==> config.mk <==
export PLATFORM = sky130hd
export DESIGN_NAME = multicycle_control_unit_flat
export DESIGN_NICKNAME = d
export VERILOG_FILES = /design/src/rtl/riscv_ctrl_pkg.sv /design/src/rtl/multicycle_control_unit_if.sv /design/src/rtl/multicycle_control_unit.sv /design/src/flat_wrapper.sv
export SDC_FILE = /design/constraint.sdc
export NUM_CORES = 1
export LEC_CHECK = 0
export ABC_AREA = 1
export CORE_AREA = 2 2 92 76
export DETAILED_ROUTE_END_ITERATION = 16
export DIE_AREA = 0 0 94 78
export PLACE_DENSITY_LB_ADDON = 0.05
export SLEW_MARGIN = 0
export SYNTH_ARGS = -nofsm -noshare
export SYNTH_HDL_FRONTEND = slang
export SYNTH_SLANG_ARGS = --single-unit
export TNS_END_PERCENT = 30
==> constraint.sdc <==
create_clock -name clk -period 3.4 [get_ports clk]
set_input_delay 0.68 -clock clk [delete_from_list [all_inputs] [get_ports clk]]
set_output_delay 0.68 -clock clk [all_outputs]
set_load 0.01 [all_outputs]
==> src/rtl/riscv_ctrl_pkg.sv <==
// rtl/riscv_ctrl_pkg.sv - shared opcodes, select encodings and FSM states for the multi-cycle control path
package riscv_ctrl_pkg;

  localparam logic [6:0] OP_LOAD   = 7'b0000011;
  localparam logic [6:0] OP_STORE  = 7'b0100011;
  localparam logic [6:0] OP_RTYPE  = 7'b0110011;
  localparam logic [6:0] OP_ITYPE  = 7'b0010011;
  localparam logic [6:0] OP_BRANCH = 7'b1100011;

  localparam logic [2:0] F3_ADDI = 3'b000;
  localparam logic [2:0] F3_BEQ  = 3'b000;

  typedef enum logic [1:0] {
    ALU_ADD   = 2'b00,
    ALU_SUB   = 2'b01,
    ALU_RTYPE = 2'b10
  } alu_op_t;

  typedef enum logic [1:0] {
    SRC_A_PC    = 2'b00,
    SRC_A_OLDPC = 2'b01,
    SRC_A_RS1   = 2'b10
  } src_a_t;

  typedef enum logic [1:0] {
    SRC_B_RS2  = 2'b00,
    SRC_B_IMM  = 2'b01,
    SRC_B_FOUR = 2'b10
  } src_b_t;

  typedef enum logic [1:0] {
    RES_ALUOUT  = 2'b00,
    RES_MEMDATA = 2'b01,
    RES_ALU     = 2'b10
  } result_src_t;

  typedef enum logic [3:0] {
    S_FETCH   = 4'd0,
    S_DECODE  = 4'd1,
    S_MEM_ADR = 4'd2,
    S_MEM_RD  = 4'd3,
    S_MEM_WB  = 4'd4,
    S_MEM_WR  = 4'd5,
    S_EXEC_R  = 4'd6,
    S_EXEC_I  = 4'd7,
    S_ALU_WB  = 4'd8,
    S_BEQ     = 4'd9,
    S_TRAP    = 4'd10
  } state_t;

endpackage

==> src/rtl/multicycle_control_unit_if.sv <==
// rtl/multicycle_control_unit_if.sv - control unit <-> datapath signal bundle
interface multicycle_control_unit_if #(
  parameter int COUNT_W = 32
);
  logic [6:0]         opcode;
  logic [2:0]         funct3;
  logic               zero;
  logic               mem_ready;
  logic               pc_write;
  logic               ir_write;
  logic               reg_write;
  logic               mem_read;
  logic               mem_write;
  logic               adr_src;
  logic [1:0]         alu_src_a;
  logic [1:0]         alu_src_b;
  logic [1:0]         result_src;
  logic [1:0]         alu_op;
  logic               illegal;
  logic [3:0]         state;
  logic [COUNT_W-1:0] instr_count;

  modport master (
    input  opcode, funct3, zero, mem_ready,
    output pc_write, ir_write, reg_write, mem_read, mem_write, adr_src,
           alu_src_a, alu_src_b, result_src, alu_op, illegal, state, instr_count
  );

  modport slave (
    output opcode, funct3, zero, mem_ready,
    input  pc_write, ir_write, reg_write, mem_read, mem_write, adr_src,
           alu_src_a, alu_src_b, result_src, alu_op, illegal, state, instr_count
  );
endinterface

==> src/rtl/multicycle_control_unit.sv <==
// rtl/multicycle_control_unit.sv - main FSM sequencing fetch/decode/execute/memory/write-back
module multicycle_control_unit
  import riscv_ctrl_pkg::*;
#(
  parameter int COUNT_W = 32
) (
  input logic                        clk,
  input logic                        rst_n,
  multicycle_control_unit_if.master  bus
);

  state_t             state, next_state;
  logic [COUNT_W-1:0] count;
  logic               retire;
  logic               pc_write_c, ir_write_c, reg_write_c, mem_write_c;

  always_ff @(posedge clk or negedge rst_n) begin
    if (!rst_n) begin
      state <= S_FETCH;
      count <= '0;
    end else begin
      state <= next_state;
      if (retire) count <= count + 1'b1;
    end
  end

  always_comb begin
    next_state = state;
    unique case (state)
      S_FETCH:   if (bus.mem_ready) next_state = S_DECODE;
      S_DECODE: begin
        if (bus.opcode == OP_LOAD || bus.opcode == OP_STORE)           next_state = S_MEM_ADR;
        else if (bus.opcode == OP_RTYPE)                               next_state = S_EXEC_R;
        else if (bus.opcode == OP_ITYPE && bus.funct3 == F3_ADDI)      next_state = S_EXEC_I;
        else if (bus.opcode == OP_BRANCH && bus.funct3 == F3_BEQ)      next_state = S_BEQ;
        else                                                           next_state = S_TRAP;
      end
      S_MEM_ADR: next_state = (bus.opcode == OP_LOAD) ? S_MEM_RD : S_MEM_WR;
      S_MEM_RD:  if (bus.mem_ready) next_state = S_MEM_WB;
      S_MEM_WB:  next_state = S_FETCH;
      S_MEM_WR:  if (bus.mem_ready) next_state = S_FETCH;
      S_EXEC_R:  next_state = S_ALU_WB;
      S_EXEC_I:  next_state = S_ALU_WB;
      S_ALU_WB:  next_state = S_FETCH;
      S_BEQ:     next_state = S_FETCH;
      S_TRAP:    next_state = S_TRAP;
      default:   next_state = S_TRAP;
    endcase
  end

  always_comb begin
    pc_write_c     = 1'b0;
    ir_write_c     = 1'b0;
    reg_write_c    = 1'b0;
    mem_write_c    = 1'b0;
    bus.mem_read   = 1'b0;
    bus.adr_src    = 1'b0;
    bus.alu_src_a  = SRC_A_PC;
    bus.alu_src_b  = SRC_B_RS2;
    bus.result_src = RES_ALUOUT;
    bus.alu_op     = ALU_ADD;
    bus.illegal    = 1'b0;
    retire         = 1'b0;
    unique case (state)
      S_FETCH: begin
        bus.mem_read   = 1'b1;
        bus.alu_src_b  = SRC_B_FOUR;
        bus.result_src = RES_ALU;
        ir_write_c     = bus.mem_ready;
        pc_write_c     = bus.mem_ready;
      end
      // branch target is precomputed here so BEQ only needs the compare
      S_DECODE: begin
        bus.alu_src_a = SRC_A_OLDPC;
        bus.alu_src_b = SRC_B_IMM;
      end
      S_MEM_ADR: begin
        bus.alu_src_a = SRC_A_RS1;
        bus.alu_src_b = SRC_B_IMM;
      end
      S_MEM_RD: begin
        bus.adr_src  = 1'b1;
        bus.mem_read = 1'b1;
      end
      S_MEM_WB: begin
        bus.result_src = RES_MEMDATA;
        reg_write_c    = 1'b1;
        retire         = 1'b1;
      end
      S_MEM_WR: begin
        bus.adr_src = 1'b1;
        mem_write_c = 1'b1;
        retire      = bus.mem_ready;
      end
      S_EXEC_R: begin
        bus.alu_src_a = SRC_A_RS1;
        bus.alu_op    = ALU_RTYPE;
      end
      S_EXEC_I: begin
        bus.alu_src_a = SRC_A_RS1;
        bus.alu_src_b = SRC_B_IMM;
      end
      S_ALU_WB: begin
        reg_write_c = 1'b1;
        retire      = 1'b1;
      end
      S_BEQ: begin
        bus.alu_src_a = SRC_A_RS1;
        bus.alu_op    = ALU_SUB;
        pc_write_c    = bus.zero;
        retire        = 1'b1;
      end
      S_TRAP:  bus.illegal = 1'b1;
      default: bus.illegal = 1'b1;
    endcase
  end

  // reset holds state at FETCH, so only the architectural writes need masking
  assign bus.pc_write    = pc_write_c  & rst_n;
  assign bus.ir_write    = ir_write_c  & rst_n;
  assign bus.reg_write   = reg_write_c & rst_n;
  assign bus.mem_write   = mem_write_c & rst_n;
  assign bus.state       = state;
  assign bus.instr_count = count;

endmodule

==> src/flat_wrapper.sv <==
// flat-port wrapper written by rule: the top's interface ports become plain ports
module multicycle_control_unit_flat import riscv_ctrl_pkg::*;
#(
  parameter int COUNT_W = 32
)
  (clk, rst_n, bus_opcode, bus_funct3, bus_zero, bus_mem_ready, bus_pc_write, bus_ir_write, bus_reg_write, bus_mem_read, bus_mem_write, bus_adr_src, bus_alu_src_a, bus_alu_src_b, bus_result_src, bus_alu_op, bus_illegal, bus_state, bus_instr_count);
  multicycle_control_unit_if #(.COUNT_W(COUNT_W)) bus_i ();
  input logic clk;
  input logic rst_n;
  input wire logic [$bits(bus_i.opcode)-1:0] bus_opcode;
  input wire logic [$bits(bus_i.funct3)-1:0] bus_funct3;
  input wire logic [$bits(bus_i.zero)-1:0] bus_zero;
  input wire logic [$bits(bus_i.mem_ready)-1:0] bus_mem_ready;
  output wire logic [$bits(bus_i.pc_write)-1:0] bus_pc_write;
  output wire logic [$bits(bus_i.ir_write)-1:0] bus_ir_write;
  output wire logic [$bits(bus_i.reg_write)-1:0] bus_reg_write;
  output wire logic [$bits(bus_i.mem_read)-1:0] bus_mem_read;
  output wire logic [$bits(bus_i.mem_write)-1:0] bus_mem_write;
  output wire logic [$bits(bus_i.adr_src)-1:0] bus_adr_src;
  output wire logic [$bits(bus_i.alu_src_a)-1:0] bus_alu_src_a;
  output wire logic [$bits(bus_i.alu_src_b)-1:0] bus_alu_src_b;
  output wire logic [$bits(bus_i.result_src)-1:0] bus_result_src;
  output wire logic [$bits(bus_i.alu_op)-1:0] bus_alu_op;
  output wire logic [$bits(bus_i.illegal)-1:0] bus_illegal;
  output wire logic [$bits(bus_i.state)-1:0] bus_state;
  output wire logic [$bits(bus_i.instr_count)-1:0] bus_instr_count;
  assign bus_i.opcode = bus_opcode;
  assign bus_i.funct3 = bus_funct3;
  assign bus_i.zero = bus_zero;
  assign bus_i.mem_ready = bus_mem_ready;
  assign bus_pc_write = bus_i.pc_write;
  assign bus_ir_write = bus_i.ir_write;
  assign bus_reg_write = bus_i.reg_write;
  assign bus_mem_read = bus_i.mem_read;
  assign bus_mem_write = bus_i.mem_write;
  assign bus_adr_src = bus_i.adr_src;
  assign bus_alu_src_a = bus_i.alu_src_a;
  assign bus_alu_src_b = bus_i.alu_src_b;
  assign bus_result_src = bus_i.result_src;
  assign bus_alu_op = bus_i.alu_op;
  assign bus_illegal = bus_i.illegal;
  assign bus_state = bus_i.state;
  assign bus_instr_count = bus_i.instr_count;
  multicycle_control_unit #(.COUNT_W(COUNT_W)) u_core (.clk(clk), .rst_n(rst_n), .bus(bus_i));
endmodule
==> flow_summary_export.csv <==
group,metric,value,unit
clocking,root_buffer,"clkbuf_8",
detailed_routing,route.detailed.drc,0,
die,floorplan.rows,26,
placed_design,dp.final_hpwl,5.15,mm
timing,setup_repair_after_global_routing_missed_its_margin,"no",
logic_synthesis,syn-instance-count,410,
detailed_routing,routed_wl,6.64,mm
detailed_routing,drt.antenna.violating_nets,0,
critical_path,worst_path_max_delay_cell,"clkdlybuf4s50_1",
critical_path,critical-path-max-stage-delay,560,ps
clocking,path_clk_slew,80,ps
timing,tightestPinTransition,470,ps
die,dieArea,7330,um2
logic_synthesis,synth_warnings,0,
final_layout,drive_gt1_frac,0.0418,
clocking,cts_htree_levels,2,
timing,finalHoldViolations,0,
die,die_w,94,um
final_layout,syn2layout_area_growth,32.9,%
detailed_routing,routed-wl-met2,2.89,mm
detailed_routing,met1_length,3.30,mm
global_route,grt_max_degree,37,
logic_synthesis,synth_seq_area_share,0.360,
detailed_routing,top_layer,"met4",
logic_synthesis,synth.ff_latch_count,36,
detailed_routing,drt-wirelength-per-cell,11.8,um
final_layout,finalNonFillerCells,563,
power_and_ir_drop,max-vdd-ir-drop,0.242,mV
clocking,ctsHoldBuffers,0,
final_layout,insertedDiodeCount,0,
die,initial_utilization,0.395,
placed_design,port_buffers,64,
clocking,cts_inserted_buffers,5,
placed_design,place_congestion,0.886,
clocking,ctsLongestPathBuffers,2,
timing,post-route-period-util,0.797,
global_route,grt_use_total,0.199,
global_route,grt_pass1_wl,11.6,mm
final_layout,finalNetCount,493,
die,placeableCoreArea,6340,um2
clocking,postCtsSetupBuffers,0,
global_route,grt_antenna_before_repair,0,
critical_path,worstPathMaxFanout,6,
timing,timing.final.crit_period,2710,ps
timing,clock_skew,3.17,ps
logic_synthesis,syn_nets,425,
status,outcome,"finished, final reports clean",
logic_synthesis,synth.cell_area,2500,um2
detailed_routing,drt_first_pass_iters,4,
critical_path,crit_chain,"inv_1 > nand2_1 > nor3_2 > nor2_1 > o21ai_0 > clkdlybuf4s50_1",
min_path,hold_path_class,"primary input to async pin",
power_and_ir_drop,static-leakage-power,1.52,nW
critical_path,startpoint_type,"flop",
critical_path,reg2reg_setup_slack,1560,ps
logic_synthesis,syn_area_per_cell,6.11,um2
global_route,grt_pass1_vias,2534,
clocking,clkLatencyLatePin,290,ps
detailed_routing,post_drt_via_cell_ratio,4.64,
power_and_ir_drop,pwr_density_cell,253,nW/um2
detailed_routing,routed-via-count,2614,
critical_path,timing.critical_path.arrival,2030,ps
clocking,cts_tree,"done",
clocking,clock_sink_count,36,
critical_path,reg2reg_from,"u_core.bus.state[1]",
detailed_routing,routed-wl-met3,388,um
critical_path,reg2reg_depth,8,
die,die_h,78,um
critical_path,critical_path_class,"flop to output pin",
timing,report.final.slew_viol_count,0,
die,design.portCount,65,
timing,hold_slack,444,ps
final_layout,final_common_cell,"nand2_1",
global_route,grt_remaining_overflow,0,
critical_path,worstSetupEndpointType,"output pin",
timing,slew-limit-headroom,0.686,
logic_synthesis,synth.lib_cells_used.distinct,23,
job,max_cap_viols,0,
timing,setup_slack,692,ps
placed_design,dp_slack,726,ps
detailed_routing,drtIter0Drc,148,
timing,setup-tns-final,0,ps
timing,timing.final.setup_violations,0,
critical_path,required,2720,ps
clocking,ctsResizeCount,0,
final_layout,layout.cells.most_common_list,"189 x nand2_1, 65 x nor2_1, 63 x clkdlybuf4s50_1, 46 x inv_1, 36 x dfrtp_1",
critical_path,regToRegEndpoint,"u_core.bus.instr_count[15]",
timing,clock.fmax,0.369,GHz
placed_design,place.detailed.instances,555,
-- registers in the layout (all words and copies together) (netlist names) --
name                    cells
u_core.bus.state            4
u_core.bus.instr_count     32
-- through the flow --
stage / power, mW / util / cell area, um2
after CTS: 0.857 / 0.525 / 3330
final: 0.844 / 0.525 / 3330
after detailed placement: 0.469 / 0.507 / 3220
after global placement: 0.468 / 0.507 / 3220
after global routing: 0.884 / 0.525 / 3330
after floorplan: 0.442 / - / 2500
-- layer usage --
| layer | vias up | global-route usage |
|---|---|---|
| li1 | 1381 | - |
| met1 | 1157 | 0.285 |
| met2 | 70 | 0.313 |
| met3 | 6 | 0.0340 |
| met4 | 0 | 0.0507 |
| met5 | - | 0 |
-- synthesized netlist by cell type --
cell / number / area (um2)
nor3_2: 1 / 10.0
a21boi_0: 1 / 7.51
buf_2: 1 / 5.00
nand3_4: 1 / 17.5
nand2_1: 189 / 709
nor3b_1: 1 / 7.51
o21ai_0: 7 / 35.0
nor2_2: 4 / 25.0
nand3_1: 26 / 130
nor3_1: 4 / 20.0
inv_1: 46 / 173
nand2_2: 2 / 12.5
ha_1: 1 / 12.5
a21oi_1: 2 / 10.0
buf_4: 1 / 7.51
buf_6: 2 / 22.5
o2111ai_1: 1 / 8.76
xnor2_1: 6 / 52.6
inv_2: 2 / 7.51
nor2_1: 65 / 244
dfrtp_1: 36 / 901
nand4_1: 4 / 25.0
xor2_1: 7 / 61.3
-- critical path, delay by kind of cell (launching register included) --
kind                   cells  cell delay, ps
DFF                        1             450
buffers and inverters      2             700
and+or+nand+nor            3             520
AOI/OAI and AO/OA          1              80
-- where the power goes --
group / total (mW) / switching [mW] / leakage [nW] / internal [mW]
logic: 0.0313 / 0.0162 / 0.990 / 0.0151
clock network: 0.385 / 0.168 / 0.0541 / 0.217
registers: 0.428 / 0 / 0.477 / 0.428
-- cell families (layout without fill, tap and decap cells) --
| kind of cell | count (synthesis) | count (layout) | share of synthesized area |
|---|---|---|---|
| fa+ha+maj | 1 | 1 | 0.00499 |
| buf+inv | 52 | 121 | 0.0859 |
| flops | 36 | 36 | 0.360 |
| simple gates | 297 | 297 | 0.480 |
| xor+xnor | 13 | 13 | 0.0455 |
| compound gates | 11 | 11 | 0.0245 |
-- layout make-up --
type | instances | area, um2
multi-input combinational | 322 | 1390
fill | 678 | 3010
clock buffer | 5 | 68.8
inverter | 48 | 180
clock inverter | 3 | 42.5
sequential | 36 | 901
timing repair buffer | 65 | 643
tap | 84 | 105
-- worst max path at each step --
stage,endpoint,startpoint,cells after the start,slack (ps)
after floorplan,bus_pc_write,u_core.bus.state[0],6,1530
after global placement,bus_pc_write,bus_mem_ready,4,720
after detailed placement,bus_pc_write,bus_mem_ready,4,730
after CTS,bus_alu_src_b[0],u_core.bus.state[1],6,680
after global routing,bus_pc_write,u_core.bus.state[0],7,540
final,bus_alu_src_b[0],u_core.bus.state[1],6,690
(Power assumes the default switching activity.)
